## config.mk

```make
export PLATFORM = sky130hd
export DESIGN_NAME = pb_conditioner
export DESIGN_NICKNAME = d
export VERILOG_FILES = /design/src/rtl/pb_conditioner.sv
export SDC_FILE = /design/constraint.sdc
export NUM_CORES = 1
export LEC_CHECK = 0
export ABC_AREA = 1
export ABC_CLOCK_PERIOD_IN_PS = 1700
export CAP_MARGIN = 25
export CORE_MARGIN = 3
export CORE_UTILIZATION = 61
export DETAILED_ROUTE_END_ITERATION = 10
export PLACE_DENSITY = 0.8
export SETUP_SLACK_MARGIN = 0.5
export SLEW_MARGIN = 20
export SYNTH_ARGS = -nofsm -noshare
export SYNTH_HDL_FRONTEND = slang
export SYNTH_SLANG_ARGS = --single-unit
export TNS_END_PERCENT = 100
```

## constraint.sdc

```tcl
create_clock -name clk_i -period 1.7 [get_ports clk_i]
set_input_delay 0.17 -clock clk_i [delete_from_list [all_inputs] [get_ports clk_i]]
set_output_delay 0.17 -clock clk_i [all_outputs]
set_load 0.02 [all_outputs]
```

## src/rtl/pb_conditioner.sv

```systemverilog
// N-channel push-button conditioner: 2-FF synchroniser, counter debounce,
// press/release pulses, long-press detection and optional auto-repeat per channel.
module pb_conditioner #(
  parameter int N             = 4,
  parameter int DB_CYCLES     = 16,
  parameter int LONG_CYCLES   = 1024,
  parameter int REPEAT_CYCLES = 256
) (
  input  logic         clk_i,
  input  logic         rst_ni,
  input  logic [N-1:0] pb_in_i,
  input  logic [N-1:0] repeat_en_i,
  output logic [N-1:0] level_o,
  output logic [N-1:0] press_o,
  output logic [N-1:0] release_o,
  output logic [N-1:0] long_press_o,
  output logic [N-1:0] repeat_o,
  output logic         any_press_o
);
  localparam int DBW = $clog2(DB_CYCLES) + 1;
  localparam int HCW = $clog2(LONG_CYCLES);
  localparam int RCW = $clog2(REPEAT_CYCLES) + 1;
  localparam logic [DBW-1:0] DB_LAST = DBW'(DB_CYCLES - 1);
  localparam logic [HCW-1:0] HC_LAST = HCW'(LONG_CYCLES - 1);
  localparam logic [RCW-1:0] RC_LAST = RCW'(REPEAT_CYCLES - 1);

  typedef enum logic [1:0] {IDLE, HELD, LONG} hold_e;

  logic [N-1:0] press_ev;
  logic         any_press_q;

  for (genvar g = 0; g < N; g++) begin : g_ch
    logic           s1_q, s2_q;
    logic           level_q, level_d;
    logic [DBW-1:0] dbc_q, dbc_d;
    hold_e          state_q, state_d;
    logic [HCW-1:0] hc_q, hc_d;
    logic [RCW-1:0] rc_q, rc_d;
    logic           press_d, release_d, long_d, repeat_d;
    logic           press_q, release_q, long_q, repeat_q;

    always_comb begin
      level_d   = level_q;
      dbc_d     = dbc_q;
      press_d   = 1'b0;
      release_d = 1'b0;
      if (s2_q == level_q) begin
        dbc_d = '0;
      end else if (dbc_q != DB_LAST) begin
        dbc_d = dbc_q + 1'b1;
      end else begin
        level_d   = s2_q;
        dbc_d     = '0;
        press_d   = s2_q;
        release_d = ~s2_q;
      end
    end

    // A release accepted this cycle wins over a pending long_press/repeat.
    always_comb begin
      state_d  = state_q;
      hc_d     = hc_q;
      rc_d     = rc_q;
      long_d   = 1'b0;
      repeat_d = 1'b0;
      case (state_q)
        IDLE: begin
          if (press_d) begin
            state_d = HELD;
            hc_d    = '0;
          end
        end
        HELD: begin
          if (release_d) begin
            state_d = IDLE;
            hc_d    = '0;
            rc_d    = '0;
          end else if (hc_q == HC_LAST) begin
            long_d  = 1'b1;
            state_d = LONG;
            rc_d    = '0;
          end else begin
            hc_d = hc_q + 1'b1;
          end
        end
        LONG: begin
          if (release_d) begin
            state_d = IDLE;
            hc_d    = '0;
            rc_d    = '0;
          end else if (rc_q == RC_LAST) begin
            rc_d     = '0;
            repeat_d = repeat_en_i[g];
          end else begin
            rc_d = rc_q + 1'b1;
          end
        end
        default: state_d = IDLE;
      endcase
    end

    always_ff @(posedge clk_i or negedge rst_ni) begin
      if (!rst_ni) begin
        s1_q      <= 1'b0;
        s2_q      <= 1'b0;
        level_q   <= 1'b0;
        dbc_q     <= '0;
        state_q   <= IDLE;
        hc_q      <= '0;
        rc_q      <= '0;
        press_q   <= 1'b0;
        release_q <= 1'b0;
        long_q    <= 1'b0;
        repeat_q  <= 1'b0;
      end else begin
        s1_q      <= pb_in_i[g];
        s2_q      <= s1_q;
        level_q   <= level_d;
        dbc_q     <= dbc_d;
        state_q   <= state_d;
        hc_q      <= hc_d;
        rc_q      <= rc_d;
        press_q   <= press_d;
        release_q <= release_d;
        long_q    <= long_d;
        repeat_q  <= repeat_d;
      end
    end

    assign press_ev[g]     = press_d;
    assign level_o[g]      = level_q;
    assign press_o[g]      = press_q;
    assign release_o[g]    = release_q;
    assign long_press_o[g] = long_q;
    assign repeat_o[g]     = repeat_q;
  end

  always_ff @(posedge clk_i or negedge rst_ni) begin
    if (!rst_ni) begin
      any_press_q <= 1'b0;
    end else begin
      any_press_q <= |press_ev;
    end
  end

  assign any_press_o = any_press_q;
endmodule

```

After elaboration in Yosys (flattened, before gate mapping)

Index checks and enable logic that the tools add are counted.

Register bits: 133
Bits in latches: 0
Bits in writable memories: 0
Bits in read-only memories: 0
Bits of input ports: 10
Output and inout bits: 21
Word-level logic and storage cells: 246
Memories kept: 0

$add $sub $neg: 12
Multipliers: 0
Div/mod/pow operators: 0
$lt $le $gt $ge: 0
Eq/ne operators: 40
Shift-type cells: 0
Mux-type cells: 108
Bitwise gates (word level): 12
Reductions and logical operators: 29

Operators by type and width:

| kind                                                  | count |
|---|---|
| 2-to-1 mux 10 bit                                     | 16 |
| 2-to-1 mux 9 bit                                      | 16 |
| one-hot mux 10 bit (3 select lines)                   | 4 |
| one-hot mux 9 bit (2 select lines)                    | 4 |
| adder 10 x 1 -> 10 bit, second input constant         | 4 |
| equality test 10 bit, second input constant           | 4 |
| 2-to-1 mux 1 bit                                      | 40 |
| 2-to-1 mux 5 bit                                      | 8 |
| adder 9 x 1 -> 9 bit, second input constant           | 4 |
| equality test 9 x 8 -> 1 bit, second input constant   | 4 |
| 2-to-1 mux 2 bit                                      | 16 |
| inequality test 3 bit, second input constant          | 8 |
| one-hot mux 2 bit (3 select lines)                    | 4 |
| adder 5 x 1 -> 5 bit, second input constant           | 4 |
| inequality test 5 x 4 -> 1 bit, second input constant | 4 |
| inequality test 2 bit, second input constant          | 8 |
| AND reduction 2 bit                                   | 8 |
| AND reduction 4 bit                                   | 4 |
| NOT 1 bit                                             | 12 |
| AND reduction 3 bit                                   | 4 |
| nonzero test 3 bit                                    | 4 |
| equality test 2 x 1 -> 1 bit, second input constant   | 4 |
| equality test 2 bit, second input constant            | 4 |
| zero test 2 bit                                       | 4 |
| 3 further kinds                                       | 9 |

Longest topological paths before layout

Depth after elaboration: 5
Mapped depth: 11
Gate-level depth less buffers: 10

Worst setup path before layout

No wires, ideal clock.

Kind: register to register
From: register g_ch[1].dbc_q[0]
To: register g_ch[1].hc_q[0]
Library setup time: 0.117 ns
Arrival: 1.402 ns
Data required time: 1.583 ns
Slack: 0.181 ns
Cell stages (with the launch flop): 12
Buffers on the path: 1
Clock period less this slack: 1.519 ns
Cells stage by stage: dfrtp_1 ha_1 nand3_2 nor2_4 nand2_2 buf_6 nand2_8 nand2_2 nor2_2 nand2_4 nand2_1 nand2_1

Longest elaborated chain between the ends: 5
Elaborated cells on any way between the ends: 11
Classes of those cells: eq/ne (4); mux (6); reduce/logical (1)

Ends and longest elaborated chain:

| what                                                                                 | line | text |
|---|---|---|
| start, declared                                                                      | 35   | `logic [DBW-1:0] dbc_q, dbc_d;` |
| start signal, assigned                                                               | 107  | `dbc_q <= '0;` |
| start signal, assigned                                                               | 119  | `dbc_q <= dbc_d;` |
| inequality test 5 x 4 -> 1 bit (*)                                                   | 49   | `end else if (dbc_q != DB_LAST) begin` |
| 2-to-1 mux 1 bit                                                                     | 49   |  |
| 2-to-1 mux 1 bit                                                                     | 47   | `if (s2_q == level_q) begin` |
| inequality test 3 bit (no line) (tied with other cells)                              | --   |  |
| AND reduction 4 bit (no line) or one-hot mux 10 bit (3 select lines) (tied branches) | --   |  |
| end signal, assigned                                                                 | 109  | `hc_q <= '0;` |
| end signal, assigned                                                                 | 121  | `hc_q <= hc_d;` |
| end, declared                                                                        | 37   | `logic [HCW-1:0] hc_q, hc_d;` |

Mark *: on every way between the ends. The rest lies on a longest branch, timed or not.
A chain may end at the register's enable or synchronous reset.

Worst setup path after layout

From: register g_ch[2].hc_q[0]
To: register g_ch[2].hc_q[0]

Longest elaborated chain between the ends: 4
Elaborated cells on any way between the ends: 7
Classes of those cells: add/sub (1); eq/ne (2); mux (3); reduce/logical (1)

Ends and longest elaborated chain:

| what                                | line | text |
|---|---|---|
| start, declared                     | 37   |  |
| start signal, assigned              | 109  |  |
| start signal, assigned              | 121  |  |
| adder 10 x 1 -> 10 bit              | 83   | `hc_d = hc_q + 1'b1;` |
| 2-to-1 mux 10 bit                   | 78   | `end else if (hc_q == HC_LAST) begin` |
| 2-to-1 mux 10 bit                   | 74   | `if (release_d) begin` |
| one-hot mux 10 bit (3 select lines) | 66   | `case (state_q)` |

Parallel ways exist; a longest one is shown, timed or not. The select of a mux whose other input is x is not followed.

==> results.txt <==
----------------------------------------------------
[Status]
  Status ... finished, violations left
  Violations in the final reports ... setup timing

[Placed design]
  Input/output buffers ... 30
  Placement-stage cell area ... around 7600 um2
  Detailed Place HPWL ... slightly below 10,000 um
  Routability cong. ... 0.839

[Power and ir drop]
  Worst voltage drop across the vdd grid ... about 1.0 mV
  Lkg Pwr ... roughly 4.8 nW
  Pwr per Cell Area ... about 910 nW/um2

[Routing]
  Wirelength per Cell ... around 20 um
  Detailed-route via count ... about 7,000
  Number of nets with antenna violations after routing ... 0
  Iteration-0 DRC Markers ... about 950
  Count of TritonRoute iterations in the first routing pass ... 9
  Total Routed Length ... 23,100 um
  DRC violations left ... 0
  Vias/cell ... around 6.1

[Timing]
  Maximum clock frequency ... approximately 560 MHz
  Slew at the pin closest to its max-slew limit ... 0.672 ns
  Minimum period implied by the final worst setup slack ... between 1.5 and 2 ns
  Final cycle utilization of the critical path ... 105%
  Slew HR ... between 50% and 60%
  Worst hold margin ... between 0.15 and 0.2 ns
  Number of endpoints failing setup at the final stage ... 26
  Maximum clock skew at final layout ... ~0.0080 ns
  Hold violation count in the final report ... 0
  Final critical-path setup slack ... -0.0767 ns
  Final Slew Violations ... 0
  Setup repair after global routing missed its margin ... true

[Yosys]
  Most area-consuming cells after synthesis ... dfrtp_1, nand2_1, nor2_1
  Synthesized cell area ... 6960 um2
  Sequential share of the synthesized area ... a little under half
  Post-synthesis average cell area ... about 8 um2
  Count of cell types in the netlist ... 37
  Count of synthesis-stage warnings from yosys ... 0
  Fraction of registers with async set or reset after synthesis ... between 90% and 100%
  Gate Count Post-Synth ... 860
  Top cell type's share of synthesized area ... 47.8%
  Most area-hungry cell type in the Yosys netlist ... dfrtp_1
  FF+latch count, synth ... around 130
  Predominant post-synthesis flop cell ... dfrtp_1
  Net Count, Synth ... 886
  Number of enable flip-flop cells after synthesis ... 0
  Most frequent cell after synthesis ... nand2_1
  Most used standard cells in the synthesized netlist ... nand2_1, dfrtp_1, nor2_1, inv_1, nand3_1

[Global routing]
  Number of antenna violations at the first check in global routing ... 0
  Maximum number of pins on one net before global-route repair ... 52
  GRT Total Usage ... about 28%
  Wire length of the first global-routing pass ... 28,700 um
  Via count of the first global-routing pass ... ~6,300
  Overflow left after global routing ... 0

[Setup path]
  Largest fanout on the critical path ... 5
  Register-to-Register Setup Slack ... -0.08 ns
  Setup crit start kind ... flop
  WS Path Type ... reg -> reg
  Data arrival, critical path ... 2.14 ns
  Required time of the worst setup path ... 2.06 ns
  Crit end category ... flop

[Floorplan]
  Total I/O pin count ... 31
  Vertical extent of the die ... ~110 um
  Initial core utilization ... a little under two thirds
  Die area ... 12,700 um2
  Num rows ... 38
  Placeable core region ... 11,000 um2
  Horizontal extent of the die ... 113 um

[Min path]
  Min-Delay Path Class ... in -> async

[Clocking]
  Clock root buffer ... clkbuf_16
  Clock sink total ... roughly 130
  Clock tree buffer depth ... 2
  Clock insertion delay at the later pin of the skew report ... between 0.4 and 0.5 ns
  H-tree levels ... 4
  CTS tree ... built
  CTS buffer count ... 17
  Clk pin slew, worst setup/hold paths ... approximately 0.060 ns

[Final layout]
  Final standard cell area without fillers ... 9800 um2
  Area added between synthesis and finish ... 40.8%
  Core Util, Final ... between 80 and 90%
  Layout cells sized above 1 ... just under 40%
  Number of filler instances in the final layout ... slightly above 400
  Ant diodes ... 0
  Final-stage net count ... about 1,000

[Run]
  Number of max-capacitance violations reported ... 0

----------------------------------------------------
through the flow:
step | worst slack (ns) | TNS [ns] | cells | power [mW]
after floorplan | 0.212 | 0 | 860 | 4.14
after global placement | 0.0681 | 0 | 1019 | 4.36
after detailed placement | 0.0151 | 0 | 1019 | 4.41
after CTS | 0.0899 | 0 | 1118 | 8.57
after global routing | -0.186 | -2.80 | 1154 | 9.21
final | -0.0767 | -0.907 | 1154 | 8.94
power breakdown:
group          leakage, nW  internal, mW  switching, mW
clock network        0.302          2.49           1.42
registers             1.82          3.26          0.101
logic                 2.70         0.618           1.04
total                 4.83          6.37           2.56
kinds of logic after synthesis:
group,share of synthesized area [%]
AND/OR/NAND/NOR,33.2
flip-flops,47.8
buffers and inverters,7.67
AO/OA/AOI/OAI,3.99
XOR/XNOR,4.40
adder cells (fa/ha/maj),2.88
critical path: stages, from the launching register on:
cell	delay, ns
dfrtp_1	0.40
ha_2	0.23
nand3_1	0.18
nor2_4	0.20
nand3_2	0.13
nor2_4	0.19
nand2_8	0.09
nand2_4	0.11
nand2_1	0.07
nand2_1	0.10
repair_timing:
action / CTS / global route
setup endpoints to repair: 122 / 126
gates cloned: 5 / 1
hold buffers: 1 / 0
hold endpoints to repair: 133 / 0
gates resized for setup: 173 / 157
buffers inserted: 61 / 35
pin swaps: 47 / 78
sequential cells by signal, summed over array words and instances, names as in the netlist, 8 cells and up:
name / count
g_ch.dbc_q: 20
g_ch.hc_q: 40
g_ch.rc_q: 36
g_ch.state_q: 8
area by class of cell:
cell class	count	area (um2)	area share, %
flip-flops and latches	133	3330	34.0
repair buffers	139	1200	12.2
inverters	95	405	4.14
clock inverters	8	120	1.23
clock buffers	24	502	5.12
multi-input cells	615	4070	41.5
well taps	140	175	1.79
metal layers:
metal | vias up | global-route usage, % | wire length (um)
met5 | - | 0 | 0
met4 | 0 | 11.2 | 1410
met3 | 182 | 6.42 | 1660
met2 | 464 | 48.6 | 11600
met1 | 3387 | 32.8 | 8380
li1 | 2998 | - | -
worst paths after layout:
| check | startpoint | to | cells past startpoint |
|---|---|---|---|
| max | g_ch[2].hc_q[0] | g_ch[2].hc_q[0] | 9 |
| min | rst_ni | g_ch[2].long_q | 2 |
| max reg2reg | g_ch[2].hc_q[0] | g_ch[2].hc_q[0] | 9 |
| min reg2reg | g_ch[1].s1_q | g_ch[1].s2_q | 0 |
| max in group asynchronous | rst_ni | g_ch[3].level_q | 3 |
| min in group clk_i | pb_in_i[1] | g_ch[1].s1_q | 1 |
placed cells by master, fill, tap and decap left out, types with 22 or more instances in the layout:
cell	netlist	layout
inv_1	91	74
nor2_4	6	26
dfrtp_1	133	132
nand2_4	5	32
nand2_2	11	73
nand2_1	266	178
nand3_1	62	40
xor2_1	22	22
buf_6	2	34
buf_4	20	73
nor2_1	102	80
Note: power is estimated with default switching activity, not from simulation.
